**src/rtl/mem_ctrl_pkg.sv**
```systemverilog
// Shared types for the byte-serial memory controller: access size codes,
// controller state encoding and requesting-channel identifiers.
package mem_ctrl_pkg;

    typedef enum logic [1:0] {
        SIZE_BYTE = 2'b00,
        SIZE_HALF = 2'b01,
        SIZE_WORD = 2'b10,
        SIZE_RSVD = 2'b11
    } size_e;

    typedef enum logic [1:0] {
        IDLE = 2'b00,
        RD   = 2'b01,
        WR   = 2'b10,
        DONE = 2'b11
    } state_e;

    typedef enum logic {
        CH_IF = 1'b0,
        CH_D  = 1'b1
    } chan_e;

endpackage

```
**src/rtl/mem_ctrl_fetch_buf.sv**
```systemverilog
// Single-entry fetch buffer: remembers the last fetched word and its start
// address; a store anywhere invalidates it.
module mem_ctrl_fetch_buf
    import mem_ctrl_pkg::*;
#(
    parameter int ADDR_WIDTH = 17,
    parameter int LEN        = 32
) (
    input  logic                  clk,
    input  logic                  rst_n,
    input  logic [ADDR_WIDTH-1:0] lookup_addr_i,
    output logic                  hit_o,
    output logic [LEN-1:0]        data_o,
    input  logic                  fill_i,
    input  logic [ADDR_WIDTH-1:0] fill_addr_i,
    input  logic [LEN-1:0]        fill_data_i,
    input  logic                  inv_i
);

    logic                  valid_q, valid_d;
    logic [ADDR_WIDTH-1:0] tag_q, tag_d;
    logic [LEN-1:0]        data_q, data_d;

    always_comb begin
        valid_d = valid_q;
        tag_d   = tag_q;
        data_d  = data_q;
        if (inv_i) begin
            valid_d = 1'b0;
        end else if (fill_i) begin
            valid_d = 1'b1;
            tag_d   = fill_addr_i;
            data_d  = fill_data_i;
        end
    end

    always_ff @(posedge clk or negedge rst_n) begin
        if (!rst_n) begin
            valid_q <= 1'b0;
            tag_q   <= '0;
            data_q  <= '0;
        end else begin
            valid_q <= valid_d;
            tag_q   <= tag_d;
            data_q  <= data_d;
        end
    end

    assign hit_o  = valid_q && (tag_q == lookup_addr_i);
    assign data_o = data_q;

endmodule

```
**src/rtl/mem_ctrl.sv**
```systemverilog
// Byte-serial two-channel (fetch / data) controller for a byte-wide memory.
// Optional fetch buffer enabled with `define MEM_CTRL_FETCH_BUF_EN.
module mem_ctrl
    import mem_ctrl_pkg::*;
#(
    parameter int ADDR_WIDTH = 17,
    parameter int LEN        = 32,
    parameter int BYTE_SIZE  = 8
) (
    input  logic                  clk,
    input  logic                  rst_n,
    input  logic                  if_req,
    input  logic [ADDR_WIDTH-1:0] if_addr,
    output logic                  if_done,
    output logic [LEN-1:0]        if_inst,
    input  logic                  d_req,
    input  logic                  d_we,
    input  logic [1:0]            d_size,
    input  logic                  d_sign,
    input  logic [ADDR_WIDTH-1:0] d_addr,
    input  logic [LEN-1:0]        d_wdata,
    output logic [LEN-1:0]        d_rdata,
    output logic                  d_done,
    input  logic [BYTE_SIZE-1:0]  mem_din,
    output logic [BYTE_SIZE-1:0]  mem_dout,
    output logic [ADDR_WIDTH-1:0] mem_addr,
    output logic                  mem_wr
);

    localparam int NBYTES = LEN / BYTE_SIZE;
    localparam int CW     = $clog2(NBYTES + 1);
    typedef logic [CW-1:0] cnt_t;

    function automatic cnt_t size_bytes(input logic [1:0] size);
        case (size)
            SIZE_BYTE: return cnt_t'(1);
            SIZE_HALF: return cnt_t'(2);
            default:   return cnt_t'(NBYTES);
        endcase
    endfunction

    function automatic logic [LEN-1:0] extend(input logic [LEN-1:0] w, input cnt_t n,
                                              input logic sgn);
        logic [LEN-1:0] res;
        logic           msb;
        int unsigned    nb;
        nb  = 32'(n) * BYTE_SIZE;
        res = w;
        msb = 1'b0;
        for (int unsigned i = 0; i < LEN; i++)
            if (i + 1 == nb) msb = w[i];
        for (int unsigned i = 0; i < LEN; i++)
            if (i >= nb) res[i] = sgn & msb;
        return res;
    endfunction

    state_e                state_q, state_d;
    chan_e                 chan_q, chan_d;
    cnt_t                  cnt_q, cnt_d, n_q, n_d;
    logic                  sign_q, sign_d;
    logic [LEN-1:0]        wdata_q, wdata_d, data_q, data_d;
    logic [ADDR_WIDTH-1:0] mem_addr_q, mem_addr_d;
    logic [BYTE_SIZE-1:0]  mem_dout_q, mem_dout_d;
    logic                  mem_wr_q, mem_wr_d;
    logic                  if_done_q, if_done_d, d_done_q, d_done_d;
    logic [LEN-1:0]        if_inst_q, if_inst_d, d_rdata_q, d_rdata_d;

    logic                  rd_start, last;
    logic [ADDR_WIDTH-1:0] rd_addr;
    logic [LEN-1:0]        rd_word;
    logic                  fb_hit;
    logic [LEN-1:0]        fb_data;

    assign last = (cnt_q == n_q - cnt_t'(1));

    always_comb begin
        rd_word = data_q;
        for (int unsigned b = 0; b < NBYTES; b++)
            if (b == 32'(cnt_q)) rd_word[b*BYTE_SIZE +: BYTE_SIZE] = mem_din;
    end

    always_comb begin
        state_d    = state_q;
        chan_d     = chan_q;
        cnt_d      = cnt_q;
        n_d        = n_q;
        sign_d     = sign_q;
        wdata_d    = wdata_q;
        data_d     = data_q;
        mem_addr_d = mem_addr_q;
        mem_dout_d = mem_dout_q;
        mem_wr_d   = mem_wr_q;
        if_inst_d  = if_inst_q;
        d_rdata_d  = d_rdata_q;
        if_done_d  = 1'b0;
        d_done_d   = 1'b0;
        rd_start   = 1'b0;
        rd_addr    = mem_addr_q;

        case (state_q)
            IDLE: begin
                cnt_d  = '0;
                data_d = '0;
                if (d_req) begin
                    chan_d = CH_D;
                    sign_d = d_sign;
                    n_d    = size_bytes(d_size);
                    if (d_size == SIZE_RSVD) begin
                        d_rdata_d = '0;
                        d_done_d  = 1'b1;
                        state_d   = DONE;
                    end else if (d_we) begin
                        mem_addr_d = d_addr;
                        mem_dout_d = d_wdata[BYTE_SIZE-1:0];
                        wdata_d    = d_wdata >> BYTE_SIZE;
                        mem_wr_d   = 1'b1;
                        state_d    = WR;
                    end else begin
                        rd_start = 1'b1;
                        rd_addr  = d_addr;
                        state_d  = RD;
                    end
                end else if (if_req) begin
                    chan_d = CH_IF;
                    sign_d = 1'b0;
                    n_d    = cnt_t'(NBYTES);
                    if (fb_hit) begin
                        if_inst_d = fb_data;
                        if_done_d = 1'b1;
                        state_d   = DONE;
                    end else begin
                        rd_start = 1'b1;
                        rd_addr  = if_addr;
                        state_d  = RD;
                    end
                end
                // Byte 0's address goes out combinationally this cycle, so the register runs one ahead.
                if (rd_start)
                    mem_addr_d = (n_d > cnt_t'(1)) ? rd_addr + ADDR_WIDTH'(1) : rd_addr;
            end
            RD: begin
                if (last) begin
                    state_d = DONE;
                    if (chan_q == CH_D) begin
                        d_rdata_d = extend(rd_word, n_q, sign_q);
                        d_done_d  = 1'b1;
                    end else begin
                        if_inst_d = rd_word;
                        if_done_d = 1'b1;
                    end
                end else begin
                    data_d = rd_word;
                    cnt_d  = cnt_q + cnt_t'(1);
                    if (cnt_q + cnt_t'(2) < n_q) mem_addr_d = mem_addr_q + ADDR_WIDTH'(1);
                end
            end
            WR: begin
                if (last) begin
                    mem_wr_d = 1'b0;
                    d_done_d = 1'b1;
                    state_d  = DONE;
                end else begin
                    mem_addr_d = mem_addr_q + ADDR_WIDTH'(1);
                    mem_dout_d = wdata_q[BYTE_SIZE-1:0];
                    wdata_d    = wdata_q >> BYTE_SIZE;
                    cnt_d      = cnt_q + cnt_t'(1);
                end
            end
            default: state_d = IDLE;
        endcase
    end

    always_ff @(posedge clk or negedge rst_n) begin
        if (!rst_n) begin
            state_q    <= IDLE;
            chan_q     <= CH_IF;
            cnt_q      <= '0;
            n_q        <= '0;
            sign_q     <= 1'b0;
            wdata_q    <= '0;
            data_q     <= '0;
            mem_addr_q <= '0;
            mem_dout_q <= '0;
            mem_wr_q   <= 1'b0;
            if_done_q  <= 1'b0;
            d_done_q   <= 1'b0;
            if_inst_q  <= '0;
            d_rdata_q  <= '0;
        end else begin
            state_q    <= state_d;
            chan_q     <= chan_d;
            cnt_q      <= cnt_d;
            n_q        <= n_d;
            sign_q     <= sign_d;
            wdata_q    <= wdata_d;
            data_q     <= data_d;
            mem_addr_q <= mem_addr_d;
            mem_dout_q <= mem_dout_d;
            mem_wr_q   <= mem_wr_d;
            if_done_q  <= if_done_d;
            d_done_q   <= d_done_d;
            if_inst_q  <= if_inst_d;
            d_rdata_q  <= d_rdata_d;
        end
    end

`ifdef MEM_CTRL_FETCH_BUF_EN
    logic fb_fill, fb_inv;
    assign fb_inv  = (state_q == IDLE) && d_req && d_we && (d_size != SIZE_RSVD);
    assign fb_fill = (state_q == RD) && (chan_q == CH_IF) && last;

    // On the last fetch byte mem_addr_q sits at A+NBYTES-1.
    mem_ctrl_fetch_buf #(
        .ADDR_WIDTH(ADDR_WIDTH),
        .LEN       (LEN)
    ) u_fetch_buf (
        .clk          (clk),
        .rst_n        (rst_n),
        .lookup_addr_i(if_addr),
        .hit_o        (fb_hit),
        .data_o       (fb_data),
        .fill_i       (fb_fill),
        .fill_addr_i  (mem_addr_q - ADDR_WIDTH'(NBYTES - 1)),
        .fill_data_i  (rd_word),
        .inv_i        (fb_inv)
    );
`else
    assign fb_hit  = 1'b0;
    assign fb_data = '0;
`endif

    assign mem_addr = rd_start ? rd_addr : mem_addr_q;
    assign mem_dout = mem_dout_q;
    assign mem_wr   = mem_wr_q;
    assign if_done  = if_done_q;
    assign if_inst  = if_inst_q;
    assign d_done   = d_done_q;
    assign d_rdata  = d_rdata_q;

endmodule

```
**config.mk**
```make
export PLATFORM = sky130hd
export DESIGN_NAME = mem_ctrl
export DESIGN_NICKNAME = d
export VERILOG_FILES = /design/src/rtl/mem_ctrl_pkg.sv /design/src/rtl/mem_ctrl_fetch_buf.sv /design/src/rtl/mem_ctrl.sv
export SDC_FILE = /design/constraint.sdc
export NUM_CORES = 1
export LEC_CHECK = 0
export CAP_MARGIN = 40
export CORE_MARGIN = 3
export CORE_UTILIZATION = 30
export DETAILED_ROUTE_END_ITERATION = 7
export PLACE_DENSITY = 0.59
export SYNTH_ARGS = -nofsm -noshare
export SYNTH_HDL_FRONTEND = slang
export SYNTH_SLANG_ARGS = --single-unit
```
**constraint.sdc**
```tcl
create_clock -name clk -period 6.5 [get_ports clk]
set_input_delay 1.3 -clock clk [delete_from_list [all_inputs] [get_ports clk]]
set_output_delay 1.3 -clock clk [all_outputs]
set_load 0.05 [all_outputs]
```
==> results of run 1 <==
## registers in the layout (all words and copies together), names as in the netlist
signal and count:
d_done 1, if_inst 32, d_rdata 32, mem_dout 8, n_q 3, sign_q 1
if_done 1, data_q 32, mem_addr_q 17, cnt_q 3, mem_wr 1, chan_q 1
state_q 2, wdata_q 24
## per-stage QoR
stage	worst slack (ps)	std cells	total power [mW]	hold WS, ps
4_1_cts	969	1469	6.42	484
3_5_place_dp	972	1437	5.40	470
2_1_floorplan	1740	930	4.23	449
3_3_place_gp	1040	1431	5.32	461
6_report	994	1469	6.37	478
5_1_grt	789	1469	6.81	501
## cell type report
cell class                 count  share of cell area, %
clock buffer                  18                   3.81
clock inverter                14                   1.30
inverter                      21                  0.700
multi-input combinational    691                   38.2
sequential                   158                   35.1
tap                          378                   4.20
timing repair buffer         189                   16.6
## report_power, final
group | total (mW) | leakage [nW] | switching (mW) | internal, mW
Sequential | 1.76 | 1.97 | 0.361 | 1.40
Combinational | 3.61 | 2.48 | 2.33 | 1.28
Clock | 0.989 | 0.282 | 0.445 | 0.544
Total | 6.37 | 4.73 | 3.14 | 3.23
## worst reg2reg max path, stage by stage (launching register included)
cell and delay [ps]:
dfrtp_1 440, inv_1 140, ha_1 200, nand2b_1 500
mux2i_1 440, a221oi_1 170, a2111oi_2 730, nor2_1 150
nor3_2 510, a22o_1 220
## cells in the final DEF (no fill, tap or decap), types with 10 or more instances in the layout
cell type	Yosys	routed
o21ai_1	15	14
o21ai_0	102	102
a22o_1	27	27
clkdlybuf4s50_1	0	172
nor3_1	10	10
mux2i_1	59	59
clkbuf_16	0	17
nor2_1	74	73
a21oi_1	57	57
buf_4	0	10
nand2_1	136	136
nand3_1	14	14
a32o_1	11	11
and2_1	10	10
ha_1	19	18
nor2b_1	16	16
dfrtp_1	158	158
inv_1	20	20
## cells in the mapped netlist, types with 6 or more instances
cell      count  area (µm²)
a21o_1        9        67.6
a21oi_1      57         285
a22o_1       27         236
a32o_1       11         110
and2_1       10        62.6
and3_1        8        50.1
buf_2         8        40.0
clkbuf_1     48         180
dfrtp_1     158        3950
ha_1         19         238
inv_1        20        75.1
mux2i_1      59         591
nand2_1     136         510
nand3_1      14        70.1
nand4_1       6        37.5
nor2_1       74         278
nor2b_1      16         100
nor3_1       10        50.1
nor4_1        8        50.1
o21ai_0     102         510
o21ai_1      15        75.1
o31ai_1       9        67.6
xnor2_1       9        78.8
xor2_1        6        52.6
## layer usage
metal / routed length [µm] / vias to the layer above / share of wire [%] / global-route usage [%]
li1: - / 3630 / - / -
met1: 12600 / 3591 / 48 / 24.8
met2: 11500 / 273 / 44 / 25.0
met3: 1720 / 18 / 6.6 / 3.80
met4: 230 / 0 / 0.88 / 3.86
met5: 0 / - / 0 / 0
## final timing paths
kind	from	endpoint	slack, ps	depth (start not counted)
worst min-delay path	d_rdata[12]	d_rdata[12]	480	2
min in group asynchronous	rst_n	d_rdata[30]	870	1
worst min register to register	d_rdata[12]	d_rdata[12]	480	2
worst max register to register	cnt_q[1]	d_rdata[31]	2940	9
max in group asynchronous	rst_n	mem_dout[7]	4480	2
worst max-delay path	d_req	mem_addr[6]	990	6
## cell families after synthesis
group,after synthesis
mux,64
fa+ha+maj,19
compound gates,284
xor+xnor,16
buf+inv,81
simple gates,308
flops,158
==> metrics.yaml, run 1 <==
status:
  status: "finished, final reports clean"
clock_tree:
  cts_buffers: 17
  cts.sinks: 158
  postCtsResizedCells: 0
  htree_levels: 4
  clk_path_buf_depth: 2
  cts_tree: "yes"
  cts_hold_buf: 0
  cts-root-buf: "clkbuf_16"
  post_cts.repair.setup_buffers: 0
  clk_pin_slew_ps: 60
  clock_latency_ps: 430
critical_path:
  crit_chain: "clkdlybuf4s50_1, nand2b_1, o21ai_1, nand2_1, mux2_2, clkdlybuf4s50_1"
  crit_slowest_cell: "clkdlybuf4s50_1"
  cp-end-kind: "output port"
  cp_max_fo: 21
  crit_arrival_ps: 4210
  required_ps: 5200
  crit_top_cell: "clkdlybuf4s50_1"
  max_stage_delay_ps: 730
  critical_path_class: "primary input to output port"
  cp-start-kind: "primary input"
  cp_top_family: "buffers and inverters"
  crit_buf_inv: 2
finish:
  antenna_cells: 0
  nets: 1179
  register_area_mm2: 0.00395
  areaGrowthSynthToFinish_pct: 31.4
  nFillCells: 2829
  drive_gt1_share_pct: 6.42
  multi_input_area_mm2: 0.00430
  stdcell_area_mm2: 0.0113
  postLayoutCoreUtil_pct: 40.3
timing:
  relSlewSlack_pct: 41.1
  rsz0062_at_grt: "no"
  finClkSkew_ps: 16.3
  layout_worst_path_cycle_share_pct: 84.7
  setup_viol: 0
  tns_ps: 0
  final.min_clock_period_ps: 5510
  final_hold_viol_count: 0
  max_freq_mhz: 182
  final_max_slew_viol_count: 0
  worstMarginPinSlew_ps: 876
min_path:
  hold_class: "flip-flop to flip-flop"
routing:
  postRouteAntennaNets: 0
  wl_per_cell_um: 17.8
  drc_errors: 0
  num_vias: 7512
  routed_wl_mm: 26.1
  drt-pass1-iter-count: 7
  viasPerCell: 5.11
  drt-initial-drc-count: 584
yosys:
  yosysUniqueCellTypes: 77
  yosys_register_bits: 158
  synth_ff_type: "dfrtp_1"
  synthCells: 930
  yosys.area_share.adder_pct: 2.78
  synth_top_family_by_area: "compound AO/OA/AOI/OAI gates"
  netlist_area_mm2: 0.00856
  synth_xor_area_share_pct: 1.80
  ys_async_sr_fraction_pct: 100
  synth-simple-area-share_pct: 16.5
  avgSynthCellArea_um2: 9.21
  yosysWarnings: 0
  synth.area.mux_share_pct: 7.56
  synth-compound-area-share_pct: 21.5
  synth_edf_count: 0
  syn-num-nets: 1031
  synth-seq-area-share_pct: 46.2
global_routing:
  antenna_found_initial: 0
  grt_max_degree: 68
  globalRouteTotalUtil_pct: 16.8
  gr-total-overflow: 0
  grt_pass1_wl_mm: 41.0
  grt_pass1_vias: 6945
place:
  place.gp.congestion: 0.902
  placedInstanceArea_mm2: 0.0107
  hpwl_mm: 19.2
  port_buffers: 173
pwr:
  vdd_drop_max_mv: 0.251
  powerDensity_mw_per_mm2: 566
  p_leak_nw: 4.73
floorplanning:
  core-area_mm2: 0.0279
  die_h_um: 175
  dieArea_mm2: 0.0306
  rows: 61
  start_util_pct: 30.7
  num_io_pins: 174
  die_x_um: 175
run:
  drv_cap: 0
Note: power is estimated with default switching activity, not from simulation.
==> run 2, diff against run 1 <==
- PLACE_DENSITY: 0.59 -> 0.61
- clock period: 6.5 -> 5 ns (I/O delays scaled with it)
==> run 2 against run 1 <==
  * Flip-flop and latch count stayed put
  * First-iteration DRC count grew 9.9%
  * Critical path depth rose by 2
  * Non-clock buffer count is 9 higher
  * Sequential power grew 31%
  * Design area is 1.4% higher
  * Via count grew 1.6%
  * Clock-buffer cell count is 1 higher
  * Largest power group unchanged
==> metrics.yaml, run 2 (synthesis results as in run 1) <==
timing:
  relSlewSlack_pct: 42.4
  finClkSkew_ps: 13.3
  setup_viol: 0
  layout_worst_path_cycle_share_pct: 86.4
  worstMarginPinSlew_ps: 855
  max_freq_mhz: 231
  rsz0062_at_grt: "no"
  final_max_slew_viol_count: 0
  final.min_clock_period_ps: 4320
  final_hold_viol_count: 0
  tns_ps: 0
clock_tree:
  cts-root-buf: "clkbuf_16"
  clock_latency_ps: 420
  post_cts.repair.setup_buffers: 0
  cts_buffers: 17
  clk_path_buf_depth: 2
  postCtsResizedCells: 0
  cts_tree: "yes"
  cts_hold_buf: 0
  cts.sinks: 158
  htree_levels: 4
  clk_pin_slew_ps: 70
global_routing:
  globalRouteTotalUtil_pct: 17.4
  grt_max_degree: 91
  grt_pass1_wl_mm: 42.7
  antenna_found_initial: 0
  grt_pass1_vias: 7463
  gr-total-overflow: 0
routing:
  viasPerCell: 5.16
  met3_length_mm: 1.74
  top_layer: "met4"
  dr_wl_met2_mm: 11.4
  postRouteAntennaNets: 0
  routed_wl_mm: 26.3
  drt-pass1-iter-count: 5
  drc_errors: 0
  wl_per_cell_um: 17.8
  drt-initial-drc-count: 642
  num_vias: 7632
  m1WireLength_mm: 12.9
critical_path:
  cp_max_fo: 18
  r2r-start: "n_q[1]"
  rr_worst_depth: 9
  crit_start: "d_req"
  crit_top_cell: "buf_4"
  crit_path_end: "mem_addr[1]"
  max_stage_delay_ps: 590
  critical_path_class: "primary input to output port"
  cp-start-kind: "primary input"
  crit_chain: "clkdlybuf4s50_1, buf_4, a21bo_2, o21ai_1, nand2_1, buf_4, a22o_1, buf_4"
  cp-end-kind: "output port"
  reg2reg_to: "mem_addr_q[10]"
  required_ps: 4000
  reg2reg_slack_ps: 1320
  crit_arrival_ps: 3320
  crit_slowest_cell: "clkdlybuf4s50_1"
place:
  dp.cells: 1446
  placedInstanceArea_mm2: 0.0108
  hpwl_mm: 19.6
  place.gp.congestion: 0.983
  port_buffers: 173
floorplanning:
  start_util_pct: 30.7
  die_h_um: 175
  dieArea_mm2: 0.0306
  num_io_pins: 174
  core-area_mm2: 0.0279
  die_x_um: 175
  rows: 61
finish:
  antenna_cells: 0
  register_area_mm2: 0.00395
  drive_gt1_share_pct: 8.64
  stdcell_area_mm2: 0.0114
  multi_input_area_mm2: 0.00430
  final_common_cell: "dfrtp_1"
  final_cell_mix: "158 x dfrtp_1, 155 x clkdlybuf4s50_1, 136 x nand2_1"
  finalNonFillerCells: 1478
  nFillCells: 2835
  areaGrowthSynthToFinish_pct: 33.3
  nets: 1188
pwr:
  vdd_drop_max_mv: 0.351
  p_leak_nw: 4.84
  finalPower_mw: 8.36
  powerDensity_mw_per_mm2: 732
status:
  status: "finished, final reports clean"
min_path:
  hold_class: "primary input to async pin"
run:
  drv_cap: 0
==> run 2: cell count changes in the layout (fill, tap and decap cells not counted), sizes merged <==
cell / delta
buf: +25
inv: -2
clkdlybuf4s50: -17
clkbuf: +1
clkdlybuf4s15: +1
clkinv: +1
==> run 2: critical path: cells and delay by family <==
family	cells	cell delay, ps
AOI/OAI and AO/OA	3	670
buffers and inverters	4	1300
and+or+nand+nor	1	360
==> run 2: worst min path at each step <==
stage | start | to | slack [ps] | cells past startpoint
4_1_cts | rst_n | d_rdata[28] | 380 | 1
3_5_place_dp | d_rdata[12] | d_rdata[12] | 470 | 2
2_1_floorplan | data_q[24] | data_q[24] | 450 | 2
3_3_place_gp | data_q[16] | data_q[16] | 460 | 2
6_report | rst_n | if_inst[22] | 390 | 1
5_1_grt | rst_n | d_rdata[28] | 380 | 1
==> run 2: report_power, final <==
part	internal [mW]	total (mW)	switching (mW)
clock network	0.711	1.29	0.578
registers	1.82	2.30	0.475
logic	1.72	4.77	3.05
==> run 2: cell type report <==
| type | count | area share (%) |
|---|---|---|
| sequential | 158 | 34.6 |
| inverter | 21 | 0.691 |
| clock buffer | 19 | 3.79 |
| timing repair buffer | 198 | 17.7 |
| tap | 378 | 4.14 |
| clock inverter | 13 | 1.33 |
| multi-input combinational | 691 | 37.7 |
==> run 2: layer usage <==
metal	vias up	global-route usage, %
met5	-	0
met4	0	3.32
met3	18	3.39
met2	279	26.3
met1	3677	26.0
li1	3658	-
==> run 2: per-stage QoR <==
step / utilization (%) / setup slack, ps / hold WS, ps
2_1_floorplan: - / 836 / 449
3_3_place_gp: 38.3 / 657 / 462
3_5_place_dp: 38.8 / 493 / 470
4_1_cts: 40.9 / 706 / 375
5_1_grt: 40.9 / 511 / 377
6_report: 40.9 / 678 / 395
